==> config.mk <==
export PLATFORM = sky130hd
export DESIGN_NAME = cpu_run_controller
export DESIGN_NICKNAME = d
export VERILOG_FILES = /design/src/rtl/a09_run_pkg.sv /design/src/rtl/sat_counter.sv /design/src/rtl/cpu_run_controller.sv
export SDC_FILE = /design/constraint.sdc
export NUM_CORES = 1
export LEC_CHECK = 0
export CAP_MARGIN = 5
export CORE_ASPECT_RATIO = 1.2
export CORE_MARGIN = 4
export CORE_UTILIZATION = 45
export DETAILED_ROUTE_END_ITERATION = 10
export PLACE_DENSITY_LB_ADDON = 0.1
export SLEW_MARGIN = 20
export SYNTH_ARGS = -nofsm -noshare
export SYNTH_HDL_FRONTEND = slang
export SYNTH_HIERARCHICAL = 1
export SYNTH_SLANG_ARGS = --single-unit
==> constraint.sdc <==
create_clock -name Clk -period 2.7 [get_ports Clk]
set_input_delay 0.54 -clock Clk [delete_from_list [all_inputs] [get_ports Clk]]
set_output_delay 0.54 -clock Clk [all_outputs]
set_load 0.1 [all_outputs]
==> src/rtl/a09_run_pkg.sv <==
// rtl/a09_run_pkg.sv - shared state encoding and defaults for the A09 run controller
package a09_run_pkg;

  typedef enum logic [2:0] {
    ST_IDLE       = 3'd0,
    ST_RESET      = 3'd1,
    ST_WAIT_READY = 3'd2,
    ST_RUN        = 3'd3,
    ST_DONE       = 3'd4
  } run_state_e;

  localparam int unsigned DefRstCycles     = 2;
  localparam int unsigned DefTimeoutCycles = 250;

endpackage

==> src/rtl/sat_counter.sv <==
// rtl/sat_counter.sv - up counter with sync clear and enable that sticks at all-ones
module sat_counter #(
  parameter int unsigned Width = 16
) (
  input  logic             clk_i,
  input  logic             clr_i,
  input  logic             en_i,
  output logic [Width-1:0] cnt_o
);

  localparam logic [Width-1:0] One = Width'(1);

  logic [Width-1:0] cnt_q, cnt_d;

  always_comb begin
    cnt_d = cnt_q;
    if (clr_i) begin
      cnt_d = '0;
    end else if (en_i && (cnt_q != '1)) begin
      cnt_d = cnt_q + One;
    end
  end

  always_ff @(posedge clk_i) begin
    cnt_q <= cnt_d;
  end

  assign cnt_o = cnt_q;

endmodule

==> src/rtl/cpu_run_controller.sv <==
// rtl/cpu_run_controller.sv - sequences one A09 CPU run: reset, wait ready, run to halt or watchdog
// Optional CpuOut trace (OutChanges, FirstOut) when A09_OUT_TRACE_EN is defined.
module cpu_run_controller
  import a09_run_pkg::*;
#(
  parameter int unsigned DataWidth     = 16,
  parameter int unsigned CntWidth      = 16,
  parameter int unsigned RstCycles     = DefRstCycles,
  parameter int unsigned TimeoutCycles = DefTimeoutCycles
) (
  input  logic                 Clk,
  input  logic                 Reset,
  input  logic                 Start,
  input  logic [DataWidth-1:0] Expected,
  input  logic                 CpuReady,
  input  logic                 CpuHalt,
  input  logic [DataWidth-1:0] CpuOut,
  output logic                 CpuReset_n,
  output logic                 Busy,
  output logic                 Done,
  output logic                 Pass,
  output logic                 Timeout,
  output logic [CntWidth-1:0]  CycleCount,
  output logic [DataWidth-1:0] OutCapture
`ifdef A09_OUT_TRACE_EN
  ,
  output logic [CntWidth-1:0]  OutChanges,
  output logic [DataWidth-1:0] FirstOut
`endif
);

  localparam int unsigned RcW = (RstCycles > 1) ? $clog2(RstCycles) : 1;
  localparam logic [RcW-1:0]      RstLoad = RcW'(RstCycles - 1);
  localparam logic [RcW-1:0]      RcOne   = RcW'(1);
  localparam logic [CntWidth-1:0] WdLimit = CntWidth'(TimeoutCycles - 1);

  run_state_e state_q, state_d;
  logic [RcW-1:0]       rst_cnt_q, rst_cnt_d;
  logic                 cpu_rst_n_q, cpu_rst_n_d;
  logic                 pass_q, pass_d;
  logic                 timeout_q, timeout_d;
  logic [DataWidth-1:0] out_cap_q, out_cap_d;
  logic                 start_accept;
  logic                 wd_fire;
  logic                 cnt_en;

  always_comb begin
    state_d      = state_q;
    rst_cnt_d    = rst_cnt_q;
    pass_d       = pass_q;
    timeout_d    = timeout_q;
    out_cap_d    = out_cap_q;
    start_accept = 1'b0;
    wd_fire      = 1'b0;
    unique case (state_q)
      ST_IDLE, ST_DONE: begin
        if (Start) begin
          state_d      = ST_RESET;
          rst_cnt_d    = RstLoad;
          pass_d       = 1'b0;
          timeout_d    = 1'b0;
          out_cap_d    = '0;
          start_accept = 1'b1;
        end
      end
      ST_RESET: begin
        if (rst_cnt_q == '0) state_d = ST_WAIT_READY;
        else                 rst_cnt_d = rst_cnt_q - RcOne;
      end
      ST_WAIT_READY, ST_RUN: begin
        // The Ready/Halt event takes priority over a watchdog expiring in the same cycle.
        if ((state_q == ST_WAIT_READY) && CpuReady) begin
          state_d = ST_RUN;
        end else if ((state_q == ST_RUN) && CpuHalt) begin
          state_d   = ST_DONE;
          out_cap_d = CpuOut;
          pass_d    = (CpuOut == Expected);
        end else if (CycleCount == WdLimit) begin
          wd_fire   = 1'b1;
          state_d   = ST_DONE;
          timeout_d = 1'b1;
          pass_d    = 1'b0;
          out_cap_d = CpuOut;
        end
      end
      default: state_d = ST_IDLE;
    endcase
    cpu_rst_n_d = (state_d == ST_WAIT_READY) || (state_d == ST_RUN) || (state_d == ST_DONE);
  end

  always_ff @(posedge Clk) begin
    if (Reset) begin
      state_q     <= ST_IDLE;
      rst_cnt_q   <= '0;
      cpu_rst_n_q <= 1'b0;
      pass_q      <= 1'b0;
      timeout_q   <= 1'b0;
      out_cap_q   <= '0;
    end else begin
      state_q     <= state_d;
      rst_cnt_q   <= rst_cnt_d;
      cpu_rst_n_q <= cpu_rst_n_d;
      pass_q      <= pass_d;
      timeout_q   <= timeout_d;
      out_cap_q   <= out_cap_d;
    end
  end

  // The watchdog edge itself is not counted, so a timeout leaves TimeoutCycles-1.
  assign cnt_en = ((state_q == ST_WAIT_READY) || (state_q == ST_RUN)) && !wd_fire;

  sat_counter #(.Width(CntWidth)) u_cycle_cnt (
    .clk_i (Clk),
    .clr_i (Reset || start_accept),
    .en_i  (cnt_en),
    .cnt_o (CycleCount)
  );

  assign CpuReset_n = cpu_rst_n_q;
  assign Busy       = (state_q == ST_RESET) || (state_q == ST_WAIT_READY) || (state_q == ST_RUN);
  assign Done       = (state_q == ST_DONE);
  assign Pass       = pass_q;
  assign Timeout    = timeout_q;
  assign OutCapture = out_cap_q;

`ifdef A09_OUT_TRACE_EN
  logic [DataWidth-1:0] prev_out_q;
  logic [DataWidth-1:0] first_out_q;
  logic                 first_seen_q;
  logic                 out_changed;

  assign out_changed = (state_q == ST_RUN) && (CpuOut != prev_out_q);

  sat_counter #(.Width(CntWidth)) u_change_cnt (
    .clk_i (Clk),
    .clr_i (Reset || start_accept),
    .en_i  (out_changed),
    .cnt_o (OutChanges)
  );

  always_ff @(posedge Clk) begin
    if (Reset || start_accept) begin
      prev_out_q   <= CpuOut;
      first_out_q  <= '0;
      first_seen_q <= 1'b0;
    end else begin
      prev_out_q <= CpuOut;
      if (out_changed && !first_seen_q) begin
        first_out_q  <= CpuOut;
        first_seen_q <= 1'b1;
      end
    end
  end

  assign FirstOut = first_out_q;
`endif

endmodule

## Word level (Yosys, flattened, before mapping)

Index checks and enable logic that the tools add are counted.

- Equal/unequal tests: 15
- Muxes and demuxes: 29
- Magnitude comparators: 0
- Bitwise operators: 0
- Reductions and logical operators: 19
- Shift operators: 0
- $mul: 0
- Div/mod/pow operators: 0
- Add/sub/neg operators: 2

Operator list:

| kind | count |
|---|---|
| $mux 16 | 4 |
| $pmux 16 s2 | 1 |
| $add 16x1->16 const B | 1 |
| $eq 16x16->1 | 1 |
| $eq 16x8->1 const B | 1 |
| $ne 16x16->1 const B | 1 |
| $mux 1 | 15 |
| $mux 3 | 5 |
| $eq 3x2->1 const B | 4 |
| $pmux 3 s3 | 1 |
| $ne 2x2->1 const B | 4 |
| $eq 3x3->1 const B | 2 |
| $logic_or 1x1->1 | 6 |
| $pmux 1 s2 | 3 |
| $reduce_and 5->1 | 1 |
| $logic_and 1x1->1 | 4 |
| $reduce_and 4->1 | 1 |
| $reduce_bool 2->1 | 2 |
| $reduce_or 2->1 | 2 |
| $eq 3x1->1 const B | 1 |
| $logic_not 3->1 | 1 |
| $ne 3x3->1 const B | 1 |
| $reduce_and 2->1 | 1 |
| $logic_not 1->1 | 1 |
| $sub 1x1->1 const B | 1 |

- Bits of input ports: 37
- Logic and storage cells: 72
- Flip-flop bits (word level): 39
- Bits in latches: 0
- Output and inout port bits: 37
- Memories: 0
- Bits in writable memories: 0
- ROM bits: 0

## Depth between registers and ports, before layout

Gate-level depths: netlist of run 1.

- Depth after elaboration: 8
- Depth in mapped cells: 9
- Gate-level depth less buffers: 8

## Cells and area by module

Netlist of run 1, hierarchy kept.

By module, submodules not included:

| module | instances | area each (sq um) | cells an instance |
|---|---|---|---|
| cpu_run_controller | 1 | 1483.9 | 170 |
| sat_counter | 1 | 848.3 | 99 |

## Worst setup path after synthesis of run 1

Ideal clock, no wire load.

- Path kind: reg2reg
- Start point: register u_cycle_cnt.cnt_q[2], in the netlist u_cycle_cnt/cnt_o[2]
- End point: register u_cycle_cnt.cnt_q[13], in the netlist u_cycle_cnt/cnt_o[13]
- Data arrival time: 2.710 ns
- Setup slack: -0.080 ns
- Clock period less this slack: 2.780 ns
- Cell stages (with the launch flop): 9
- Path through: dfxtp_1 and4bb_2 nand4_2 a211oi_1 nor2_1 nand2_1 clkbuf_1 or4_1 a21oi_1

- Cells in the longest elaborated chain, start to end: 8
- Elaborated cells between the ends (all ways): 10
- Classes of those cells: add/sub (1); eq/ne (2); mux (4); reduce/logical (3)

Ends and longest elaborated chain:

| what | RTL line | source |
|---|---|---|
| start: declaration | sat_counter.sv:13 | `logic [Width-1:0] cnt_q, cnt_d;` |
| start signal: assignment | sat_counter.sv:25 | `cnt_q <= cnt_d;` |
| $eq 16x8->1 | cpu_run_controller.sv:78 | `end else if (CycleCount == WdLimit) begin` |
| $mux 1 | cpu_run_controller.sv:78 |  |
| $mux 1 | cpu_run_controller.sv:74 | `end else if ((state_q == ST_RUN) && CpuHalt) begin` |
| $mux 1 | cpu_run_controller.sv:72 | `if ((state_q == ST_WAIT_READY) && CpuReady) begin` |
| $mux 1 | cpu_run_controller.sv:55 | `unique case (state_q)` |
| $logic_not 1->1 | cpu_run_controller.sv:110 | `assign cnt_en = ((state_q == ST_WAIT_READY) \|\| (state_q == ST_RUN)) && !wd_fire;` |
| $logic_and 1x1->1 | cpu_run_controller.sv:110 |  |
| net cnt_en | cpu_run_controller.sv:45 | `logic cnt_en;` |
| $logic_and 1x1->1 | sat_counter.sv:19 | `end else if (en_i && (cnt_q != '1)) begin` |

The timed path passes the listed nets, and every way through them passes these cells.
A chain may end at the register's enable or synchronous reset.

## Worst setup path after layout of run 1

- Start point: register u_cycle_cnt.cnt_q[2], in the netlist u_cycle_cnt/cnt_o[2]
- End point: register u_cycle_cnt.cnt_q[11], in the netlist u_cycle_cnt/cnt_o[11]

Same word-level chain as after synthesis.

==> results.py, run 1 <==
metrics = {
    "global_routing": {
        "grt_max_degree": 23,
        "antenna_found_initial": 0,
        "grt_pass1_vias": 2241,
        "gr-total-overflow": 0,
        "gr-usage-met2_pct": 35.7,
        "busiest_layer": "met2",
        "grt_pass1_wl_um": 10400,
        "met3_usage_pct": 5.54,
        "use_met1_pct": 23.6,
        "grtUsageTotal_pct": 20.5,
    },
    "cts": {
        "clk_latency_ns": 0.29,
        "ctsResizeCount": 0,
        "clk_pin_slew_worst_paths_ns": 0.08,
        "clock_sinks": 39,
        "cts_root_buf": "clkbuf_8",
        "postCtsSetupBuffers": 0,
        "cts_buffers": 5,
        "cts.htree.levels": 2,
        "cts_tree": "yes",
        "postCtsHoldBufs": 0,
        "clk_path_buf_depth": 2,
    },
    "critical_path": {
        "slowest_stage": "dfxtp_2",
        "critPathArrivalTime_ns": 2.48,
        "worst_ep_required_time_ns": 2.87,
        "worstSetupStartpointType": "flip-flop",
        "worstPathMaxFanout": 11,
        "crit_type": "reg -> reg",
        "cp_cell_sequence": "and4bb_2 -> nand4_2 -> a211oi_1 -> nor2_1 -> nand2_1 -> nor4bb_1 -> mux2_2",
        "end_kind": "flip-flop",
        "critPathMaxStageDelay_ns": 0.41,
    },
    "job": {
        "maxCapViolCount": 0,
    },
    "logic_synthesis": {
        "ys_ff_latch": 39,
        "synth-edff-count": 0,
        "synth.area.top_cells": "dfxtp_1 33%, a21oi_1 6.4%, a221o_1 6.4%",
        "async_reset_ff_share_pct": 0,
        "ys_warn_count": 6,
        "yosysSeqAreaShare_pct": 33.5,
        "synth_top_area_share_pct": 33.5,
        "syn_area_per_cell_sq_um": 8.67,
        "synth_area_leader_cell": "dfxtp_1",
        "synthMostInstantiatedCell": "dfxtp_1",
        "synthFlopType": "dfxtp_1",
        "syn_nets": 307,
        "syn_inst": 269,
        "yosysUniqueCellTypes": 54,
        "netlist_top_cells_count": "39 x dfxtp_1, 30 x a21oi_1, 23 x nand2_1, 16 x o211ai_1, 15 x a221o_1",
        "mappedNetlistArea_sq_um": 2330,
    },
    "floorplan": {
        "pin_count": 74,
        "die_w_um": 73.7,
        "initial_core_util_pct": 46.9,
        "coreArea_sq_um": 4970,
        "rows": 28,
        "die_h_um": 86.9,
        "dieArea_sq_um": 6400,
    },
    "pwr": {
        "p_per_area_nw_per_um2": 484,
        "p_leak_nw": 1.15,
        "ir_worst_vdd_uv": 237,
        "totalPowerFinal_mw": 1.50,
    },
    "detailed_routing": {
        "drc": 0,
        "drtAntennaViolNets": 0,
        "avgViaCountPerCell": 5.92,
        "drt_iter0_markers": 119,
        "drt_pass1_iterations": 4,
        "wl_per_cell_um": 16.0,
        "totalWireLength_um": 6370,
        "routed-via-count": 2350,
    },
    "final_layout": {
        "final_cell_count_no_fill": 397,
        "multi_input_area_sq_um": 1430,
        "drive_above_1_share_pct": 20.2,
        "register_area_sq_um": 783,
        "areaGrowthSynthToFinish_pct": 32.9,
        "num_antenna_cells": 0,
        "fillers": 477,
        "nNetsFinal": 375,
    },
    "place": {
        "gp_congestion": 0.888,
        "dp_cells": 390,
        "dp_hpwl_um": 4590,
        "port_buffers": 73,
    },
    "sta": {
        "slew_headroom_pct": 37.7,
        "setup_violations": 0,
        "finalCriticalPeriod_ns": 2.31,
        "worst-slew-pin-transition_ns": 0.927,
        "setup_tns_ns": 0,
        "fin_hold_ws_ns": 0.487,
        "rsz0062_at_grt": "no",
        "fmax_mhz": 433,
        "hold_viol": 0,
        "final_max_slew_viol_count": 0,
        "fin_crit_sh_pct": 85.5,
        "finClkSkew_ns": 0.00706,
    },
    "hold_path": {
        "min-delay-path-class": "reg -> reg",
    },
    "outcome": {
        "outcome": "finished clean",
    },
}
==> flip-flops by register name, indices dropped and copies added, names as in the netlist <==
| register | count |
|---|---|
| Timeout | 1 |
| CpuReset_n | 1 |
| state_q | 3 |
| u_cycle_cnt/cnt_o | 16 |
| Pass | 1 |
| rst_cnt_q | 1 |
| OutCapture | 16 |
==> per-stage QoR <==
stage	utilization [%]	cell area, sq um	setup slack [ns]
global route	62.3	3100	0.243
CTS	62.3	3100	0.450
detailed placement	60.6	3010	0.192
finish	62.3	3100	0.392
floorplan	-	2330	0.0589
global placement	60.6	3010	0.186
==> layer usage <==
| layer | part of all wire, % | wire length (um) |
|---|---|---|
| met5 | 0 | 0 |
| met4 | 1.7 | 110 |
| met3 | 7.0 | 448 |
| met2 | 51 | 3250 |
| met1 | 40 | 2560 |
==> power by group <==
group | switching (mW) | internal, mW | leakage, nW
Sequential | 0.0345 | 0.598 | 0.316
Clock | 0.196 | 0.200 | 0.0470
Combinational | 0.312 | 0.159 | 0.791
Total | 0.542 | 0.957 | 1.15
==> final cells by class <==
cell class / instances / share of cell area [%]
multi-input combinational: 204 / 46.1
sequential: 39 / 25.3
timing repair buffer: 82 / 22.8
clock buffer: 6 / 2.66
tap: 60 / 2.42
inverter: 5 / 0.605
clock inverter: 1 / 0.161
==> path summary, 6_finish.rpt <==
check / startpoint / end / slack [ns] / cells past startpoint
worst min-delay path: Pass$_SDFFE_PP0P_ / Pass$_SDFFE_PP0P_ / 0.49 / 2
worst min register to register: Pass$_SDFFE_PP0P_ / Pass$_SDFFE_PP0P_ / 0.49 / 2
worst max register to register: u_cycle_cnt/cnt_o[2]$_SDFFE_PP0P_ / u_cycle_cnt/cnt_o[11]$_SDFFE_PP0P_ / 0.39 / 7
worst max-delay path: u_cycle_cnt/cnt_o[2]$_SDFFE_PP0P_ / u_cycle_cnt/cnt_o[11]$_SDFFE_PP0P_ / 0.39 / 7
==> critical path, delay by kind of cell, from the launching register on <==
family / cells / cell delay, ns
muxes: 1 / 0.37
DFF: 1 / 0.41
and+or+nand+nor: 5 / 1.34
AOI/OAI and AO/OA: 1 / 0.07
==> cells by family (layout without fill, tap and decap cells) <==
kind of cell	Yosys count	after routing	synth area share [%]
AOI/OAI and AO/OA	88	88	26.8
and+or+nand+nor	95	95	26.2
muxes	2	2	0.912
adders and majority gates	1	1	0.536
DFF	39	39	33.5
xor gates and xnor gates	18	18	6.76
buffers and inverters	26	94	5.31
==> cells in the final DEF, fill, tap and decap left out, types with 2 or more instances in the layout <==
cell type | netlist | layout
a221o_1 | 15 | 15
clkdlybuf4s50_1 | 0 | 36
nand3b_1 | 2 | 2
o211ai_1 | 16 | 16
nor4_4 | 3 | 3
or4_1 | 8 | 8
inv_1 | 5 | 5
a21oi_1 | 30 | 30
o21a_1 | 2 | 2
a221oi_1 | 2 | 2
or3_1 | 4 | 4
nor3_1 | 5 | 5
o31ai_1 | 6 | 6
xor2_1 | 14 | 14
nand3_1 | 9 | 9
nand2b_1 | 3 | 3
dfxtp_1 | 39 | 37
dfxtp_2 | 0 | 2
nor2b_1 | 6 | 5
xnor2_1 | 4 | 4
and4_1 | 4 | 4
o21bai_1 | 2 | 2
o21ai_0 | 5 | 5
nand2_1 | 23 | 23
buf_4 | 0 | 46
nand4_1 | 3 | 3
nor2_1 | 9 | 9
nor4_1 | 5 | 5
clkbuf_8 | 0 | 6
No activity file was read; power rests on OpenSTA's default activity.
==> run 2: changes to the inputs <==
ABC_CLOCK_PERIOD_IN_PS = 2700   (was not set)
CORE_ASPECT_RATIO = 0.6   (was 1.2)
==> run 2 against run 1 <==
- global-route usage is 0.51 points higher
- clock skew decreased by 0.0019 ns
- largest power group unchanged
- wire length is 5.1% higher
- via count is 1.7% higher
- critical endpoint is now u_cycle_cnt/cnt_o[6]$_SDFFE_PP0P_
- cell area grew 1.0%
==> results.py, run 2 (same netlist as run 1, synthesis figures left out) <==
metrics = {
    "place": {
        "dp_slack_ns": 0.189,
        "port_buffers": 73,
        "dp_hpwl_um": 4910,
        "gp_congestion": 0.908,
        "dpl_cell_area_sq_um": 3010,
        "dp_cells": 393,
    },
    "cts": {
        "postCtsHoldBufs": 0,
        "clk_pin_slew_worst_paths_ns": 0.08,
        "postCtsSetupBuffers": 0,
        "ctsResizeCount": 0,
        "clk_latency_ns": 0.29,
        "cts_root_buf": "clkbuf_8",
        "clk_path_buf_depth": 2,
        "clock_sinks": 39,
        "cts_tree": "yes",
        "cts_buffers": 5,
        "cts.htree.levels": 2,
    },
    "outcome": {
        "outcome": "finished clean",
    },
    "final_layout": {
        "post-route-util_pct": 65.5,
        "areaGrowthSynthToFinish_pct": 34.3,
        "multi_input_area_sq_um": 1430,
        "num_antenna_cells": 0,
        "final_cell_count_no_fill": 401,
        "register_area_sq_um": 783,
        "drive_above_1_share_pct": 20.1,
        "fillers": 423,
        "final_cell_mix": "46 x buf_4, 37 x dfxtp_1, 36 x clkdlybuf4s50_1",
        "final_common_cell": "buf_4",
        "fin_area_sq_um": 3130,
        "nNetsFinal": 375,
    },
    "sta": {
        "fin_crit_sh_pct": 86.1,
        "fmax_mhz": 430,
        "setup_violations": 0,
        "finalCriticalPeriod_ns": 2.33,
        "rsz0062_at_grt": "no",
        "final_max_slew_viol_count": 0,
        "setup_tns_ns": 0,
        "setup_ws_ns": 0.375,
        "hold_viol": 0,
        "finClkSkew_ns": 0.00519,
        "worst-slew-pin-transition_ns": 0.914,
        "slew_headroom_pct": 38.6,
    },
    "floorplan": {
        "pin_count": 74,
        "rows": 19,
        "dieArea_sq_um": 6440,
        "coreArea_sq_um": 4780,
        "initial_core_util_pct": 48.8,
        "die_h_um": 63.8,
        "die_w_um": 101,
    },
    "detailed_routing": {
        "drt_iter0_markers": 126,
        "avgViaCountPerCell": 5.96,
        "routed-via-count": 2391,
        "wl_per_cell_um": 16.7,
        "drtAntennaViolNets": 0,
        "drc": 0,
        "drt_pass1_iterations": 5,
        "totalWireLength_um": 6690,
    },
    "critical_path": {
        "startpoint": "u_cycle_cnt/cnt_o[9]$_SDFFE_PP0P_",
        "r2r-start": "u_cycle_cnt/cnt_o[9]$_SDFFE_PP0P_",
        "worstPathMaxFanout": 8,
        "worst_ep_required_time_ns": 2.92,
        "end_kind": "flip-flop",
        "worstSetupStartpointType": "flip-flop",
        "critPathArrivalTime_ns": 2.55,
        "reg2reg_setup_slack_ns": 0.37,
        "crit_type": "reg -> reg",
        "timing.rr.end": "u_cycle_cnt/cnt_o[6]$_SDFFE_PP0P_",
        "r2r_cells": 9,
    },
    "global_routing": {
        "gr-usage-met2_pct": 28.4,
        "grt_pass1_vias": 2177,
        "grt_pass1_wl_um": 11100,
        "busiest_layer": "met1",
        "met3_usage_pct": 6.63,
        "grt_max_degree": 23,
        "antenna_found_initial": 0,
        "grtUsageTotal_pct": 21.0,
        "gr-total-overflow": 0,
        "use_met1_pct": 32.9,
    },
    "hold_path": {
        "min_delay_path_depth": 2,
        "min_to": "Pass$_SDFFE_PP0P_",
        "min-delay-path-class": "reg -> reg",
        "hold_start": "Pass$_SDFFE_PP0P_",
    },
    "pwr": {
        "ir_worst_vdd_uv": 564,
        "p_per_area_nw_per_um2": 518,
        "p_leak_nw": 1.17,
    },
    "job": {
        "maxCapViolCount": 0,
    },
}
## run 2: worst max-delay path: stages, from the launching register on
cell	delay, ns
dfxtp_1	0.37
nor4_2	0.39
nand4_2	0.31
a211oi_1	0.25
nor2_1	0.08
buf_4	0.17
and4_1	0.24
o41ai_1	0.14
o21ai_0	0.15
a21oi_1	0.15
## run 2: how the worst max path moves through the flow
stage / endpoint / slack, ns
floorplan: u_cycle_cnt/cnt_o[13]$_SDFFE_PP0P_ / 0.06
global placement: u_cycle_cnt/cnt_o[11]$_SDFFE_PP0P_ / 0.25
detailed placement: u_cycle_cnt/cnt_o[11]$_SDFFE_PP0P_ / 0.19
CTS: u_cycle_cnt/cnt_o[6]$_SDFFE_PP0P_ / 0.42
global route: u_cycle_cnt/cnt_o[6]$_SDFFE_PP0P_ / 0.24
finish: u_cycle_cnt/cnt_o[6]$_SDFFE_PP0P_ / 0.37
## run 2: cell type report
type | instances | share of cell area (%)
well taps | 63 | 2.52
clock inverters | 2 | 1.12
flip-flops and latches | 39 | 25.0
clock buffers | 6 | 2.64
repair buffers | 82 | 22.5
inverters | 5 | 0.599
multi-input cells | 204 | 45.6
## run 2: stage by stage
stage               power (mW)  hold slack, ns
global placement          1.11           0.464
floorplan                0.965           0.480
finish                    1.62           0.481
CTS                       1.63           0.482
global route              1.70           0.520
detailed placement        1.12           0.470
## run 2: metal layers
| layer | share of wire, % | up-vias |
|---|---|---|
| met1 | 51 | 1150 |
| met5 | 0 | - |
| met3 | 8.2 | 2 |
| met2 | 41 | 68 |
| met4 | 0.28 | 0 |
| li1 | - | 1171 |
## run 2: where the power goes
group | total (mW) | switching [mW] | internal, mW
Clock | 0.517 | 0.218 | 0.299
Combinational | 0.480 | 0.322 | 0.159
Sequential | 0.626 | 0.0280 | 0.598
Total | 1.62 | 0.567 | 1.06
